$ cat src/rtl/cache_line_bus_engine_pkg.sv
// cache_line_bus_engine_pkg
//   Shared geometry for the n-way cache and its bus engine: word and line
//   widths, derived byte offsets and word-index width, and the line/word
//   types, so both sides agree on one definition.
package cache_line_bus_engine_pkg;

    localparam int DATA_WIDTH       = 32;
    localparam int LINE_WIDTH       = 256;
    localparam int DATA_PER_LINE    = LINE_WIDTH / DATA_WIDTH;
    localparam int LINE_BYTE_OFFSET = $clog2(LINE_WIDTH / 8);
    localparam int DATA_BYTE_OFFSET = $clog2(DATA_WIDTH / 8);
    localparam int LINE_INDEX_WIDTH = $clog2(DATA_PER_LINE);

    typedef logic [DATA_WIDTH-1:0]                 word_t;
    // Word 0 of a line sits in bits [DATA_WIDTH-1:0].
    typedef word_t [DATA_PER_LINE-1:0]             line_t;
    typedef logic [LINE_INDEX_WIDTH-1:0]           offset_t;

endpackage

$ cat src/rtl/cache_line_bus_engine_if.sv
// cache_line_bus_engine_if
//   Groups the cache-side line request/response signals and the word-wide
//   memory bus signals of the line bus engine.
//   Modports:
//     slave  - the engine: accepts line requests, drives the memory bus
//     master - the environment: the cache issuing requests and the memory
//              answering word transactions
interface cache_line_bus_engine_if;
    import cache_line_bus_engine_pkg::*;

    logic                    req_valid;
    logic                    req_ready;
    logic                    req_we;
    word_t                   req_addr;
    line_t                   req_wline;
    logic                    resp_valid;
    line_t                   resp_rline;
    logic                    mem_en;
    logic                    mem_we;
    logic [DATA_WIDTH/8-1:0] mem_be;
    word_t                   mem_addr;
    word_t                   mem_wdata;
    logic                    mem_ack;
    word_t                   mem_rdata;

    modport slave (
        input  req_valid, req_we, req_addr, req_wline, mem_ack, mem_rdata,
        output req_ready, resp_valid, resp_rline,
        output mem_en, mem_we, mem_be, mem_addr, mem_wdata
    );

    modport master (
        output req_valid, req_we, req_addr, req_wline, mem_ack, mem_rdata,
        input  req_ready, resp_valid, resp_rline,
        input  mem_en, mem_we, mem_be, mem_addr, mem_wdata
    );

endinterface

$ cat src/rtl/cache_line_bus_engine.sv
// cache_line_bus_engine
//   Bus-side partner of the n-way cache. A line refill (read) or write-back
//   (write) request is broken into DATA_PER_LINE single-word transactions,
//   issued in order 0..DATA_PER_LINE-1, and completion is reported to the
//   cache with a one-cycle resp_valid carrying the refilled line.
//   Ports:
//     clk  - clock
//     rst  - asynchronous reset, active low (0 = reset)
//     bus  - slave modport: req_*/resp_* toward the cache, mem_* toward
//            the SRAM/peripheral bus
module cache_line_bus_engine
    import cache_line_bus_engine_pkg::*;
(
    input  logic                   clk,
    input  logic                   rst,
    cache_line_bus_engine_if.slave bus
);

    localparam logic [1:0] IDLE  = 2'd0;
    localparam logic [1:0] READ  = 2'd1;
    localparam logic [1:0] WRITE = 2'd2;
    localparam logic [1:0] DONE  = 2'd3;

    localparam offset_t LAST_IDX  = offset_t'(DATA_PER_LINE - 1);
    localparam word_t   LINE_MASK = ~word_t'(LINE_WIDTH / 8 - 1);

    logic [1:0] state;
    offset_t    idx;
    word_t      base;
    line_t      wline;
    line_t      line_buf;
    logic       busy;

    assign busy = (state == READ) || (state == WRITE);

    assign bus.req_ready  = (state == IDLE);
    assign bus.resp_valid = (state == DONE);
    assign bus.resp_rline = line_buf;

    // The word index is OR-ed into the line-aligned base, so the address
    // never carries out of the line into the tag bits.
    assign bus.mem_en    = busy;
    assign bus.mem_we    = (state == WRITE);
    assign bus.mem_be    = busy ? '1 : '0;
    assign bus.mem_addr  = busy ? (base | (word_t'(idx) << DATA_BYTE_OFFSET)) : '0;
    assign bus.mem_wdata = (state == WRITE) ? wline[idx] : '0;

    // Request latch, word sequencing and refill buffering. The line buffer
    // is only written by read acks, so a write-back leaves the previously
    // refilled line on resp_rline.
    always_ff @(posedge clk or negedge rst) begin
        if (!rst) begin
            state    <= IDLE;
            idx      <= '0;
            base     <= '0;
            wline    <= '0;
            line_buf <= '0;
        end else begin
            case (state)
                IDLE: begin
                    if (bus.req_valid) begin
                        base  <= bus.req_addr & LINE_MASK;
                        wline <= bus.req_wline;
                        idx   <= '0;
                        state <= bus.req_we ? WRITE : READ;
                    end
                end
                READ, WRITE: begin
                    if (bus.mem_ack) begin
                        if (state == READ) begin
                            line_buf[idx] <= bus.mem_rdata;
                        end
                        idx <= idx + offset_t'(1);
                        if (idx == LAST_IDX) begin
                            state <= DONE;
                        end
                    end
                end
                DONE: begin
                    state <= IDLE;
                end
                default: begin
                    state <= IDLE;
                end
            endcase
        end
    end

endmodule

$ cat src/flat_wrapper.sv
// flat-port wrapper written by rule: the top's interface ports become plain ports
module cache_line_bus_engine_flat import cache_line_bus_engine_pkg::*;
  (clk, rst, bus_req_valid, bus_req_we, bus_req_addr, bus_req_wline, bus_mem_ack, bus_mem_rdata, bus_req_ready, bus_resp_valid, bus_resp_rline, bus_mem_en, bus_mem_we, bus_mem_be, bus_mem_addr, bus_mem_wdata);
  cache_line_bus_engine_if bus_i ();
  input  logic clk;
  input  logic rst;
  input wire logic [$bits(bus_i.req_valid)-1:0] bus_req_valid;
  input wire logic [$bits(bus_i.req_we)-1:0] bus_req_we;
  input wire logic [$bits(bus_i.req_addr)-1:0] bus_req_addr;
  input wire logic [$bits(bus_i.req_wline)-1:0] bus_req_wline;
  input wire logic [$bits(bus_i.mem_ack)-1:0] bus_mem_ack;
  input wire logic [$bits(bus_i.mem_rdata)-1:0] bus_mem_rdata;
  output wire logic [$bits(bus_i.req_ready)-1:0] bus_req_ready;
  output wire logic [$bits(bus_i.resp_valid)-1:0] bus_resp_valid;
  output wire logic [$bits(bus_i.resp_rline)-1:0] bus_resp_rline;
  output wire logic [$bits(bus_i.mem_en)-1:0] bus_mem_en;
  output wire logic [$bits(bus_i.mem_we)-1:0] bus_mem_we;
  output wire logic [$bits(bus_i.mem_be)-1:0] bus_mem_be;
  output wire logic [$bits(bus_i.mem_addr)-1:0] bus_mem_addr;
  output wire logic [$bits(bus_i.mem_wdata)-1:0] bus_mem_wdata;
  assign bus_i.req_valid = bus_req_valid;
  assign bus_i.req_we = bus_req_we;
  assign bus_i.req_addr = bus_req_addr;
  assign bus_i.req_wline = bus_req_wline;
  assign bus_i.mem_ack = bus_mem_ack;
  assign bus_i.mem_rdata = bus_mem_rdata;
  assign bus_req_ready = bus_i.req_ready;
  assign bus_resp_valid = bus_i.resp_valid;
  assign bus_resp_rline = bus_i.resp_rline;
  assign bus_mem_en = bus_i.mem_en;
  assign bus_mem_we = bus_i.mem_we;
  assign bus_mem_be = bus_i.mem_be;
  assign bus_mem_addr = bus_i.mem_addr;
  assign bus_mem_wdata = bus_i.mem_wdata;
  cache_line_bus_engine u_core (.clk(clk), .rst(rst), .bus(bus_i));
endmodule
$ cat config.mk
export PLATFORM = sky130hd
export DESIGN_NAME = cache_line_bus_engine_flat
export DESIGN_NICKNAME = d
export VERILOG_FILES = /design/src/rtl/cache_line_bus_engine_pkg.sv /design/src/rtl/cache_line_bus_engine_if.sv /design/src/rtl/cache_line_bus_engine.sv /design/src/flat_wrapper.sv
export SDC_FILE = /design/constraint.sdc
export NUM_CORES = 1
export LEC_CHECK = 0
export ABC_AREA = 1
export BUFFER_PORTS_ARGS = -buffer_cell sky130_fd_sc_hd__buf_2
export CAP_MARGIN = 20
export CORE_AREA = 2 2 253 255
export CTS_CLUSTER_DIAMETER = 120
export CTS_CLUSTER_SIZE = 20
export DETAILED_ROUTE_END_ITERATION = 7
export DIE_AREA = 0 0 255 257
export SYNTH_ARGS = -nofsm -noshare
export SYNTH_HDL_FRONTEND = slang
export SYNTH_SLANG_ARGS = --single-unit
$ cat constraint.sdc
create_clock -name clk -period 5.2 [get_ports clk]
set_input_delay 0.52 -clock clk [delete_from_list [all_inputs] [get_ports clk]]
set_output_delay 0.52 -clock clk [all_outputs]
set_load 0.01 [all_outputs]
After elaboration in Yosys (flattened, before gate mapping)
Cells that the tools add are included.

Bits in registers: 544. Input port bits: 325. Logic and storage cells: 55.

Add/sub/neg operators: 1. Magnitude comparators: 2. Eq/ne operators: 7. Mux-type cells: 16. Bitwise gates (word level): 1. Reductions and logical operators: 9.

Operator list (count): $bwmux W256 (1); $mux W32 (4); $bmux W32 S3 (1); $demux W32 S3 (1); $or A32 B5 Y32 (1); $reduce_and A3 Y1 (3); $mux W2 (4); $mux W3 (2); $pmux W2 S3 (1); $pmux W3 S2 (1); $eq A2 B2 Y1 const B (2); $lt A3 B4 Y1 const B (1); $mux W4 (1); $ne A2 B2 Y1 const B (2); $add A3 B1 Y3 const B (1); $eq A3 B3 Y1 const B (1); $ge A3 B1 Y1 const B (1); $eq A2 B1 Y1 const B (1); $logic_not A2 Y1 (1); $ne A2 B1 Y1 const B (1); $reduce_and A2 Y1 (1); $reduce_bool A2 Y1 (1); $reduce_or A2 Y1 (1); $logic_and A1 B1 Y1 (1); $logic_or A1 B1 Y1 (1).

Depth between registers and ports, before layout
Gate-level depths: netlist (run 1).

Word-level depth: 5. Gate-level depth with buffers: 10. Mapped depth without buffers: 7.

Worst setup path before layout (run 1)
Ideal clock, no wire load.

Kind: reg-to-output. From: register u_core.state[1]. To: output bus_mem_addr[4]. Data arrival time: 1455 ps. Setup slack: 3225 ps. Stages on the path, launching flop included: 7. Cell sequence: dfrtp_1 -> inv_1 -> ha_1 -> buf_4 -> clkbuf_1 -> nand2_1 -> inv_1.

Word-level cells in the longest chain between the ends: 3. Elaborated cells on any way between the ends: 4. Classes of those cells: 2 x eq/ne; 1 x mux; 1 x reduce/logical.

Ends and longest elaborated chain: start: declaration (RTL line cache_line_bus_engine.sv:27) `logic [1:0] state;`; start signal: assignment (RTL line cache_line_bus_engine.sv:65) `state <= bus.req_we ? WRITE : READ;`; $eq A2 B1 Y1 or $eq A2 B2 Y1 (tied branches) (RTL line cache_line_bus_engine.sv:34) `assign busy = (state == READ) || (state == WRITE);`; $logic_or A1 B1 Y1 (*) (RTL line cache_line_bus_engine.sv:34); net bus_mem_en (RTL line flat_wrapper.sv:16) `output wire logic [$bits(bus_i.mem_en)-1:0] bus_mem_en;`; $mux W32 (*) (RTL line cache_line_bus_engine.sv:45) `assign bus.mem_addr = busy ? (base | (word_t'(idx) << DATA_BYTE_OFFSET)) : '0;`; end: declaration (RTL line flat_wrapper.sv:19) `output wire logic [$bits(bus_i.mem_addr)-1:0] bus_mem_addr;`.

Mark *: on every way through the listed nets, which the timed path passes. The rest lies on a longest branch.

Final worst setup path (run 1)
From: register u_core.idx[0]. To: output bus_mem_wdata[2].

Word-level cells in the longest chain between the ends: 3.

Ends and longest elaborated chain: start: declaration (RTL line cache_line_bus_engine.sv:28) `offset_t idx;`; start signal: assignment (RTL line cache_line_bus_engine.sv:73) `idx <= idx + offset_t'(1);`; $bmux W32 S3 (RTL line cache_line_bus_engine.sv:46) `assign bus.mem_wdata = (state == WRITE) ? wline[idx] : '0;`; $mux W32 (not written as such) (RTL line cache_line_bus_engine.sv:46); $mux W32 (RTL line cache_line_bus_engine.sv:46); end: declaration (RTL line flat_wrapper.sv:20) `output wire logic [$bits(bus_i.mem_wdata)-1:0] bus_mem_wdata;`.

Every way passes these cells. The select of a mux whose other input is x is not followed.

==> results of run 1 <==
[placed cells by master, fill, tap and decap left out, types with 3 or more instances in the layout]
master	synthesis	layout
o21ai_1	64	64
dfrtp_1	544	541
buf_4	21	16
ha_1	7	6
o21ai_0	72	72
clkbuf_16	0	31
nor2_1	136	136
nand2_1	1637	1636
nand3_1	5	5
nand4_1	4	4
buf_2	69	644
diode_2	0	19
inv_1	68	68
buf_12	0	9
nor2_4	5	5
nand4_4	3	3
a21oi_1	160	160
[metrics by stage]
| stage | worst slack, ns | utilization | hold slack [ns] | cell area, um^2 | std cells |
|---|---|---|---|---|---|
| global route | 0.967 | 0.444 | 0.0590 | 27800 | 4283 |
| detailed placement | 1.74 | 0.430 | 0.465 | 27000 | 4232 |
| CTS | 1.10 | 0.443 | 0.0330 | 27800 | 4268 |
| floorplan | 3.22 | - | 0.224 | 23200 | 2890 |
| global placement | 1.81 | 0.430 | 0.460 | 27000 | 4232 |
| finish | 1.17 | 0.444 | 0.0792 | 27900 | 4288 |
[layout make-up]
class,count,area share
Inverter,73,0.0104
Sequential cell,544,0.489
Antenna cell,19,0.00171
Tap cell,846,0.0380
Timing Repair Buffer,671,0.127
Clock inverter,2,0.000898
Multi-Input combinational cell,2100,0.305
Clock buffer,33,0.0281
[where the power goes]
group          internal [W]  total (W)  switching [W]
sequential          0.00596    0.00693       0.000980
combinational       0.00224    0.00664        0.00440
clock               0.00107    0.00251        0.00144
[metal layers]
metal | vias to the layer above | GRT usage | share of wire
met5 | - | 0 | 0.0015
met4 | 18 | 0.0936 | 0.044
met3 | 142 | 0.0451 | 0.068
met2 | 714 | 0.383 | 0.46
met1 | 9342 | 0.308 | 0.42
li1 | 9911 | - | -
[synth_stat cells (all sizes together)]
master	count	share of area
nand2	1637	0.26
a21oi	160	0.034
clkbuf	69	0.011
nor2	142	0.025
o21ai	136	0.029
nand3	8	0.0030
nand3b	1	0.00032
ha	7	0.0038
conb	1	0.00016
inv	71	0.012
dfrtp	544	0.59
clkinv	2	0.00054
buf	104	0.026
nand4	7	0.0038
[cells by family (layout without fill, tap and decap cells)]
group           after synthesis  in the layout  share of synthesized area
fa+ha+maj                     7              7                    0.00377
other cells                   1             21                   0.000161
simple gates               1795           1795                      0.297
buf+inv                     246            779                     0.0499
compound gates              296            296                     0.0637
flops                       544            544                      0.586
[worst paths after layout]
| kind | endpoint | slack [ns] |
|---|---|---|
| setup / recovery | bus_mem_wdata[2] | 1.17 |
| hold / removal | u_core.wline[66] | 0.08 |
| setup reg to reg | u_core.bus.resp_rline[78] | 2.02 |
| hold reg to reg | u_core.wline[127] | 0.48 |
| max in group asynchronous | u_core.bus.resp_rline[208] | 3.44 |
| min in group asynchronous | u_core.wline[78] | 0.52 |
[worst min-delay path: stages]
cell	delay, ns
buf_2	0.07
nand2_1	0.04
nand2_1	0.04
[sequential cells by signal, summed over array words and instances (netlist names)]
signal,count
u_core.base,27
u_core.bus.resp_rline,256
u_core.idx,3
u_core.state,2
u_core.wline,256
==> results.sh, run 1 <==
export IMPL_synthesis_instances=2889
export IMPL_critical_path_depth=9
export IMPL_power_density_mw_per_mm2=577
export IMPL_numCtsBuffers=31
export IMPL_drc_errors=0
export IMPL_cp_startpoint="u_core.idx[0]"
export IMPL_grt_pass1_vias=18900
export IMPL_worstSetupPathType="reg -> out"
export IMPL_die_height_um=257
export IMPL_path_common_cell="nand2_1"
export IMPL_path_delay_family="buffers and inverters"
export IMPL_die_area_mm2=0.0655
export IMPL_hold_buffers=1
export IMPL_drt_first_pass_iters=5
export IMPL_ios=653
export IMPL_clock_latency_ns=0.63
export IMPL_post_cts_resized=0
export IMPL_viasPerCell=4.69
export IMPL_ant_nets=0
export IMPL_gp_congestion=0.871
export IMPL_yosys_warnings=0
export IMPL_critPathRequiredTime_ns=4.68
export IMPL_coreArea_mm2=0.0627
export IMPL_start_util=0.371
export IMPL_cts_tree="done"
export IMPL_finalMaxSlewViolations=0
export IMPL_ys_ff_latch=544
export IMPL_cp_max_fo=60
export IMPL_routedWlPerCell_um=18.4
export IMPL_yosysSeqAreaShare=0.586
export IMPL_rows=92
export IMPL_worstPathArrival_ns=3.51
export IMPL_worst_pin_slew_ns=1.21
export IMPL_fin_nets=3753
export IMPL_grt_pass1_wl_um=118000
export IMPL_via_count=20100
export IMPL_cp_cell_sequence="inv_4 > buf_4 > nand2_1 > nand2_1 > nand2_1 > nand2_1 > nand2_1 > a21oi_1 > buf_2"
export IMPL_synth_area_mm2=0.0232
export IMPL_path_buf_inv=3
export IMPL_wirelength_um=79000
export IMPL_holdPathStages=3
export IMPL_min_period_ns=4.03
export IMPL_multiInputGateArea_mm2=0.00848
export IMPL_synth_cell_types=27
export IMPL_rsz0062_at_grt="no"
export IMPL_maxCapViolations=0
export IMPL_fin_tns_setup_ns=0
export IMPL_fin_total_pwr_w=0.0161
export IMPL_clockBufferDepth=3
export IMPL_fin_crit_sh=0.775
export IMPL_hold_path_class="in -> reg"
export IMPL_post_dp_hpwl_um=55100
export IMPL_grt_usage=0.235
export IMPL_cts_setup_buffers=0
export IMPL_grt_overflow_total=0
export IMPL_htree_num_levels=1
export IMPL_crit_path_start_kind="flop"
export IMPL_clock_fmax_mhz=248
export IMPL_fp_dieW_um=255
export IMPL_clkSlewWorstSetupHoldPaths_ns=0.09
export IMPL_critical_path_slowest_cell="dfrtp_4"
export IMPL_syn_avg_cell_area_um2=8.05
export IMPL_slowest_delay_ns=0.73
export IMPL_drive_gt1_frac=0.212
export IMPL_port_buffers=645
export IMPL_relSlewSlack=0.195
export IMPL_reg2reg_depth=6
export IMPL_peakVddDrop_mv=0.260
export IMPL_critPathCaptureType="output pin"
export IMPL_drt_iter0_drc=1792
export IMPL_regArea_mm2=0.0136
export IMPL_antenna_found_initial=30
export IMPL_hold_viol=0
export IMPL_rr_startpoint="u_core.idx[0]"
export IMPL_hold_start="bus_req_wline[66]"
export IMPL_outcome="complete, no violations"
export IMPL_finClkSkew_ns=0.0339
export IMPL_leakage_nw=16.0
export IMPL_cts_sinks=544
export IMPL_fillCellCount=6477
export IMPL_cts_root_buf="clkbuf_16"
export IMPL_setup_viol=0
export IMPL_grt_max_degree=216
export IMPL_area_growth_pct=19.9
Power figures use the tool's default switching activity.
==> inputs of run 2 (changes only) <==
Clock period 5.2 ns to 3.93 ns, I/O delays scaled along.
==> run 2 against run 1 <==
  * Sequential power is 31% higher
  * Clock skew is 0.0085 ns lower
  * Global-route usage is 0.69 points higher
  * Final cell count is 6.2% higher
  * Critical endpoint is now bus_mem_wdata[17]
  * Largest power group is now combinational logic
==> results.sh, run 2 (same netlist as run 1, synthesis figures left out) <==
export IMPL_power_density_mw_per_mm2=705
export IMPL_clock_latency_ns=0.61
export IMPL_grt_pass1_vias=20300
export IMPL_worst_pin_slew_ns=0.929
export IMPL_worstSetupPathType="reg -> out"
export IMPL_fp_dieW_um=255
export IMPL_clock_fmax_mhz=296
export IMPL_grt_overflow_total=0
export IMPL_outcome="complete, no violations"
export IMPL_drt_iter0_drc=1754
export IMPL_multiInputGateArea_mm2=0.00848
export IMPL_path_delay_family="buffers and inverters"
export IMPL_relSlewSlack=0.381
export IMPL_min_period_ns=3.38
export IMPL_setup_viol=0
export IMPL_viasPerCell=4.67
export IMPL_cts_setup_buffers=0
export IMPL_port_buffers=645
export IMPL_antenna_found_initial=14
export IMPL_drc_errors=0
export IMPL_finalMaxSlewViolations=0
export IMPL_numCtsBuffers=31
export IMPL_rrSetupSlack_ns=1.29
export IMPL_start_util=0.371
export IMPL_fin_nets=4027
export IMPL_cts_tree="done"
export IMPL_via_count=21300
export IMPL_rows=92
export IMPL_peakVddDrop_mv=0.423
export IMPL_fin_cells=4552
export IMPL_layout_common_cells="1636 x nand2_1, 644 x buf_2, 541 x dfrtp_1"
export IMPL_rr_startpoint="u_core.idx[1]"
export IMPL_post_cts_resized=0
export IMPL_holdPathStages=3
export IMPL_cp_cell_sequence="inv_2 > buf_4 > nand2_1 > nand2_1 > nand2_1 > a21oi_1 > buf_2"
export IMPL_area_growth_pct=31.5
export IMPL_htree_num_levels=1
export IMPL_regArea_mm2=0.0136
export IMPL_leakage_nw=17.1
export IMPL_hold_start="bus_req_wline[87]"
export IMPL_fillCellCount=6163
export IMPL_die_area_mm2=0.0655
export IMPL_drt_first_pass_iters=5
export IMPL_routedWlPerCell_um=17.9
export IMPL_fin_tns_setup_ns=0
export IMPL_grt_pass1_wl_um=122000
export IMPL_die_height_um=257
export IMPL_clockBufferDepth=3
export IMPL_cp_max_fo=36
export IMPL_path_common_cell="nand2_1"
export IMPL_reg2reg_depth=6
export IMPL_cp_startpoint="u_core.idx[1]"
export IMPL_clkSlewWorstSetupHoldPaths_ns=0.10
export IMPL_min_to="u_core.wline[87]"
export IMPL_path_buf_inv=3
export IMPL_wirelength_um=81500
export IMPL_maxCapViolations=0
export IMPL_post_dp_hpwl_um=54900
export IMPL_hold_path_class="in -> reg"
export IMPL_cts_sinks=544
export IMPL_critPathCaptureType="output pin"
export IMPL_gp_congestion=0.868
export IMPL_grt_usage=0.242
export IMPL_fin_crit_sh=0.860
export IMPL_critical_path_slowest_cell="inv_2"
export IMPL_worstPathArrival_ns=2.99
export IMPL_r2r_end="u_core.bus.resp_rline[119]"
export IMPL_final_common_cell="nand2_1"
export IMPL_slowest_delay_ns=0.68
export IMPL_ant_nets=0
export IMPL_rsz0062_at_grt="no"
export IMPL_cts_root_buf="clkbuf_16"
export IMPL_finClkSkew_ns=0.0254
export IMPL_hold_viol=0
export IMPL_critPathRequiredTime_ns=3.54
export IMPL_coreArea_mm2=0.0627
export IMPL_drive_gt1_frac=0.198
export IMPL_ios=653
export IMPL_grt_max_degree=186
export IMPL_crit_path_start_kind="flop"
export IMPL_place_inst=4242
run 2: cell count changes in the layout (fill, tap and decap cells not counted):
cell           change
dlygate4sd3_1    +265
buf_4              +8
diode_2            -8
buf_12             +1
clkbuf_1           -1
inv_6              -1
run 2: worst max-delay path by stage:
stage / to / slack [ns] / cells past startpoint
final: bus_mem_wdata[17] / 0.55 / 7
after global routing: bus_mem_wdata[13] / 0.36 / 7
after CTS: bus_mem_wdata[17] / 0.48 / 7
after detailed placement: bus_mem_wdata[17] / 1.17 / 7
after global placement: bus_mem_wdata[17] / 1.16 / 7
after floorplan: u_core.bus.resp_rline[85] / 2.06 / 8
run 2: report_power, final:
| group | total [W] | switching, W | internal [W] |
|---|---|---|---|
| Combinational | 0.00916 | 0.00600 | 0.00316 |
| Sequential | 0.00909 | 0.00121 | 0.00788 |
| Clock | 0.00329 | 0.00188 | 0.00141 |
| Total | 0.0215 | 0.00909 | 0.0125 |
run 2: layout make-up:
class / instances / area share
Tap cell: 846 / 0.0346
Inverter: 73 / 0.00946
Clock inverter: 1 / 0.000532
Clock buffer: 32 / 0.0255
Timing Repair Buffer: 945 / 0.206
Antenna cell: 11 / 0.000901
Multi-Input combinational cell: 2100 / 0.278
Sequential cell: 544 / 0.446
run 2: repair_timing:
item                                    CTS  global route
endpoints found under the setup margin    0             0
endpoints found under the hold margin   349             0
hold buffers                            266             0
run 2: metal layers:
layer,part of all wire,GRT usage,up-vias
met1,0.42,0.316,9852
met5,0.00041,0,-
li1,-,-,10400
met2,0.47,0.394,796
met4,0.050,0.113,4
met3,0.065,0.0384,155
run 2: tightest hold or removal path: stages:
cell and delay, ns:
buf_2 0.08, nand2_1 0.08, nand2_1 0.06
run 2: through the flow:
stage                     hold WS, ns  area (um^2)   util  total power [W]  setup WS, ns
after floorplan                0.0974        23200      -           0.0145          2.06
after global placement          0.461        27100  0.432           0.0180          1.16
after detailed placement        0.465        27100  0.432           0.0181          1.17
after CTS                    0.000754        30500  0.487           0.0217         0.481
after global routing           0.0300        30600  0.487           0.0232         0.360
final                          0.0312        30600  0.487           0.0215         0.549
